File: src/rtl/vram_arbiter_pkg.sv
// Shared definitions for the screen-RAM arbiter: FSM encoding and screen map constants.
package vram_arbiter_pkg;

    typedef enum logic [2:0] {
        IDLE,
        V1,
        V2,
        V3,
        C1,
        C2
    } state_t;

    localparam int unsigned BITMAP_BASE = 32'h0000;
    localparam int unsigned ATTR_BASE   = 32'h1800;
    localparam int unsigned SCREEN_END  = 32'h1AFF;
    localparam int unsigned CELL_CLOCKS = 16;

endpackage

File: src/rtl/vram_arbiter.sv
// Single-port screen RAM arbiter: video cell fetches (bitmap + attribute) have absolute
// priority, CPU reads/writes fill the idle slots.
module vram_arbiter
    import vram_arbiter_pkg::*;
#(
    parameter int AW = 13,
    parameter int DW = 8
) (
    input  logic          clk,
    input  logic          reset_n,
    input  logic          vid_req,
    input  logic [AW-1:0] vid_bmp_addr,
    input  logic [AW-1:0] vid_attr_addr,
    output logic [DW-1:0] vid_bmp_data,
    output logic [DW-1:0] vid_attr_data,
    output logic          vid_valid,
    output logic          vid_overrun,
    input  logic          cpu_req,
    input  logic          cpu_we,
    input  logic [AW-1:0] cpu_addr,
    input  logic [DW-1:0] cpu_wdata,
    output logic [DW-1:0] cpu_rdata,
    output logic          cpu_ack,
    output logic [AW-1:0] ram_addr,
    output logic          ram_we,
    output logic [DW-1:0] ram_wdata,
    input  logic [DW-1:0] ram_rdata
);

    state_t        state, state_nx;
    logic          vid_pend;
    logic          consume;
    logic [AW-1:0] pend_bmp, pend_attr;
    logic [AW-1:0] cur_bmp, cur_attr;
    logic          cpu_we_q;
    logic [AW-1:0] cpu_addr_q;
    logic [DW-1:0] cpu_wdata_q;
    logic [DW-1:0] bmp_stage;

    assign consume = (state == IDLE) && (vid_pend || vid_req);

    // Pending latch plus a working copy taken at consumption, so a request arriving on the
    // consume edge can re-arm the latch without disturbing the fetch in flight.
    always_ff @(posedge clk or negedge reset_n) begin
        if (!reset_n) begin
            vid_pend    <= 1'b0;
            vid_overrun <= 1'b0;
            pend_bmp    <= '0;
            pend_attr   <= '0;
            cur_bmp     <= '0;
            cur_attr    <= '0;
        end else begin
            if (vid_req) begin
                pend_bmp  <= vid_bmp_addr;
                pend_attr <= vid_attr_addr;
            end
            if (vid_req && vid_pend && !consume)
                vid_overrun <= 1'b1;
            if (consume) begin
                cur_bmp  <= vid_pend ? pend_bmp  : vid_bmp_addr;
                cur_attr <= vid_pend ? pend_attr : vid_attr_addr;
                vid_pend <= vid_pend && vid_req;
            end else if (vid_req) begin
                vid_pend <= 1'b1;
            end
        end
    end

    always_ff @(posedge clk or negedge reset_n) begin
        if (!reset_n) begin
            state         <= IDLE;
            cpu_we_q      <= 1'b0;
            cpu_addr_q    <= '0;
            cpu_wdata_q   <= '0;
            bmp_stage     <= '0;
            vid_bmp_data  <= '0;
            vid_attr_data <= '0;
            vid_valid     <= 1'b0;
            cpu_rdata     <= '0;
            cpu_ack       <= 1'b0;
        end else begin
            state     <= state_nx;
            vid_valid <= (state == V3);
            cpu_ack   <= (state == C2);
            if (state == IDLE && state_nx == C1) begin
                cpu_we_q    <= cpu_we;
                cpu_addr_q  <= cpu_addr;
                cpu_wdata_q <= cpu_wdata;
            end
            if (state == V2)
                bmp_stage <= ram_rdata;
            if (state == V3) begin
                vid_bmp_data  <= bmp_stage;
                vid_attr_data <= ram_rdata;
            end
            if (state == C2 && !cpu_we_q)
                cpu_rdata <= ram_rdata;
        end
    end

    always_comb begin
        state_nx  = state;
        ram_addr  = '0;
        ram_we    = 1'b0;
        ram_wdata = '0;
        case (state)
            IDLE: begin
                if (vid_pend || vid_req)
                    state_nx = V1;
                else if (cpu_req && !cpu_ack)
                    state_nx = C1;
            end
            V1: begin
                ram_addr = cur_bmp;
                state_nx = V2;
            end
            V2: begin
                ram_addr = cur_attr;
                state_nx = V3;
            end
            V3: state_nx = IDLE;
            C1: begin
                ram_addr  = cpu_addr_q;
                ram_we    = cpu_we_q;
                ram_wdata = cpu_wdata_q;
                state_nx  = C2;
            end
            C2: state_nx = IDLE;
            default: state_nx = IDLE;
        endcase
    end

endmodule

File: config.mk
export PLATFORM = sky130hd
export DESIGN_NAME = vram_arbiter
export DESIGN_NICKNAME = d
export VERILOG_FILES = /design/src/rtl/vram_arbiter_pkg.sv /design/src/rtl/vram_arbiter.sv
export SDC_FILE = /design/constraint.sdc
export NUM_CORES = 1
export LEC_CHECK = 0
export ABC_AREA = 1
export CORE_MARGIN = 5
export CORE_UTILIZATION = 25
export CTS_CLUSTER_DIAMETER = 50
export CTS_CLUSTER_SIZE = 20
export DETAILED_ROUTE_END_ITERATION = 8
export DONT_BUFFER_PORTS = 1
export SYNTH_ARGS = -nofsm -noshare
export SYNTH_HDL_FRONTEND = slang
export SYNTH_SLANG_ARGS = --single-unit
File: constraint.sdc
create_clock -name clk -period 2.2 [get_ports clk]
set_input_delay 0.33 -clock clk [delete_from_list [all_inputs] [get_ports clk]]
set_output_delay 0.33 -clock clk [all_outputs]
set_load 0.005 [all_outputs]
==> impl_metrics.yaml <==
cells_and_area:
  layout_common_cells: "nand2_1 (267), dfrtp_1 (112), o21ai_0 (68), inv_1 (46), nand3_1 (43)"
  diodes: 0
  final_common_cell: "nand2_1"
  layout.nets: 665
  drive_above_1_share: 0.0939
  fin_cells: 888
  synthToLayoutAreaGrowth_pct: 16.0
cts:
  root_buffer: "clkbuf_16"
  clock-sinks: 113
  cts_tree: "built"
  postCtsSetupRepairBufs: 0
  clk_pin_slew_ps: 50
  cts_max_path_buffers: 2
  h-tree-depth: 4
  clock_latency_ps: 410
  numCtsBuffers: 17
global_route:
  gr-usage-all-layers: 0.120
  grt_pass1_wl_um: 21700
  antenna_found_initial: 0
  grt_max_degree: 114
  grt.overflow.total: 0
  grt_pass1_vias: 3621
sta:
  timing.final.crit_share: 0.938
  rsz0062_at_grt: "false"
  fmax_mhz: 485
  worst_pin_slew_ps: 493
  period_needed_ps: 2060
  hold_violations: 113
  timing.slew.headroom: 0.671
  fin_ws_ps: 136
  skew_ps: 9.33
  tns_ps: 0
  drv_slew: 0
  hold-worst-slack_ps: -381
  setup_viol: 0
floorplan:
  row_count: 52
  die_height_um: 152
  core_area_um2: 20100
  die_w_um: 152
  initial_core_util: 0.252
  io_pins: 109
  die_area_um2: 23200
worst_setup_path:
  worstPathMaxFanout: 18
  cp-start-kind: "flip-flop"
  worst_ep_required_time_ps: 1870
  cp_data_arrival_time_ps: 1730
  reg2reg_from: "state[0]"
  r2r_cells: 5
  reg2reg_slack_ps: 550
  worst_r2r_endpoint: "vid_bmp_data[5]"
  crit_type: "reg -> out"
  worst_setup_path_end_kind: "primary output"
placement:
  dp_hpwl_um: 9640
  numPortBuffers: 0
  place_inst: 856
  dp_worst_setup_slack_ps: 411
  gp_congestion: 0.729
synthesis:
  netlist_area_um2: 5070
  synth_nets: 669
  yosysSeqAreaShare: 0.558
  syn_inst: 609
  syn_avg_cell_area_um2: 8.32
  synthDistinctLibCells: 25
  yosysWarnings: 0
  ys_ff_latch: 113
detailed_routing:
  drtIter0Drc: 230
  drc: 0
  viasPerCell: 4.17
  wl_um: 13800
  via_count: 3699
  ant_nets: 0
  wire_per_inst_um: 15.6
  drt_pass1_iterations: 4
pwr:
  p_leak_nw: 2.92
  ir_drop_mv: 0.500
  cellPowerDensity_nw_per_um2: 1430
worst_hold_path:
  hold_class: "in -> async"
run:
  cap_violations: 0
outcome:
  status: "finished, violations left"
  violations: "negative hold slack"
[routing by layer]
layer	global-route usage	vias to the layer above	part of all wire
li1	-	1898	-
met1	0.149	1693	0.42
met2	0.193	98	0.49
met5	0	-	0
met4	0.0321	0	0.0090
met3	0.0520	10	0.087
[cells by family (layout without fill, tap and decap cells)]
kind of cell	count (synthesis)	after routing	share of synthesized area
AOI/OAI and AO/OA	69	69	0.0686
buffers and inverters	83	92	0.0772
DFF	113	113	0.558
and+or+nand+nor	344	344	0.296
[power breakdown]
part / internal, W / total (W) / switching, W
clock network: 0.00182 / 0.00279 / 0.000977
registers: 0.00285 / 0.00338 / 0.000533
logic: 0.000689 / 0.00226 / 0.00157
total: 0.00535 / 0.00843 / 0.00308
[synthesized netlist by cell type]
| cell | number | area [um2] |
|---|---|---|
| nand2_4 | 2 | 22.5 |
| nand3_1 | 43 | 215 |
| nand2_1 | 267 | 1000 |
| clkinv_1 | 1 | 3.75 |
| o21bai_1 | 1 | 7.51 |
| nor2_8 | 2 | 40.0 |
| nor2_4 | 4 | 45.0 |
| nand3_4 | 2 | 35.0 |
| inv_2 | 4 | 15.0 |
| buf_6 | 5 | 56.3 |
| buf_4 | 6 | 45.0 |
| o21ai_0 | 68 | 340 |
| nor3_1 | 2 | 10.0 |
| inv_1 | 46 | 173 |
| dfrtp_1 | 113 | 2830 |
| or2_1 | 1 | 6.26 |
| nand4_1 | 8 | 50.1 |
| buf_1 | 1 | 3.75 |
| nand3_2 | 1 | 10.0 |
| nand2_2 | 2 | 12.5 |
| inv_4 | 3 | 18.8 |
| nand2_8 | 1 | 20.0 |
| buf_2 | 10 | 50.1 |
| nor2_1 | 9 | 33.8 |
| clkbuf_1 | 7 | 26.3 |
[critical path, cell delays in order, from the launching register on]
cell     delay (ps)
dfrtp_1         500
inv_4           170
nand3_4         230
inv_6           210
nand2_1          80
nand3_1         140
[stage by stage]
step           power [W]  cell area [um2]  hold slack [ps]   util
2_1_floorplan    0.00514             5070             34.4      -
3_3_place_gp     0.00567             5270             42.3  0.262
3_5_place_dp     0.00574             5270             38.9  0.262
4_1_cts          0.00859             5880             -402  0.292
5_1_grt          0.00911             5880             -401  0.293
6_report         0.00843             5880             -381  0.293
[registers in the layout, indices dropped and copies added (netlist names)]
signal	cells
pend_attr	13
cpu_rdata	8
pend_bmp	13
cpu_we_q	1
vid_attr_data	8
cur_attr	13
state	3
cpu_addr_q	13
bmp_stage	8
cpu_ack	1
vid_overrun	1
cpu_wdata_q	8
cur_bmp	13
vid_bmp_data	8
vid_valid	1
vid_pend	1
[layout make-up]
cell class	instances	area [um2]
Fill cell	2160	14200
Sequential cell	113	2830
Tap cell	270	338
Clock buffer	24	502
Clock inverter	8	101
Timing Repair Buffer	6	45.0
Multi-Input combinational cell	413	1850
Inverter	54	215
[worst max path at each step]
stage	start	to	cells after the start
4_1_cts	state[1]	ram_addr[4]	6
3_5_place_dp	state[2]	ram_addr[4]	5
3_3_place_gp	state[2]	ram_addr[4]	5
2_1_floorplan	state[2]	ram_addr[10]	3
5_1_grt	state[2]	ram_addr[3]	5
6_report	state[2]	ram_addr[4]	5
[what timing repair did]
action,4_1_cts,5_1_grt
setup endpoints to repair,4,5
hold endpoints to repair,113,113
resized for setup,1,2
Note: power is estimated with default switching activity, not from simulation.
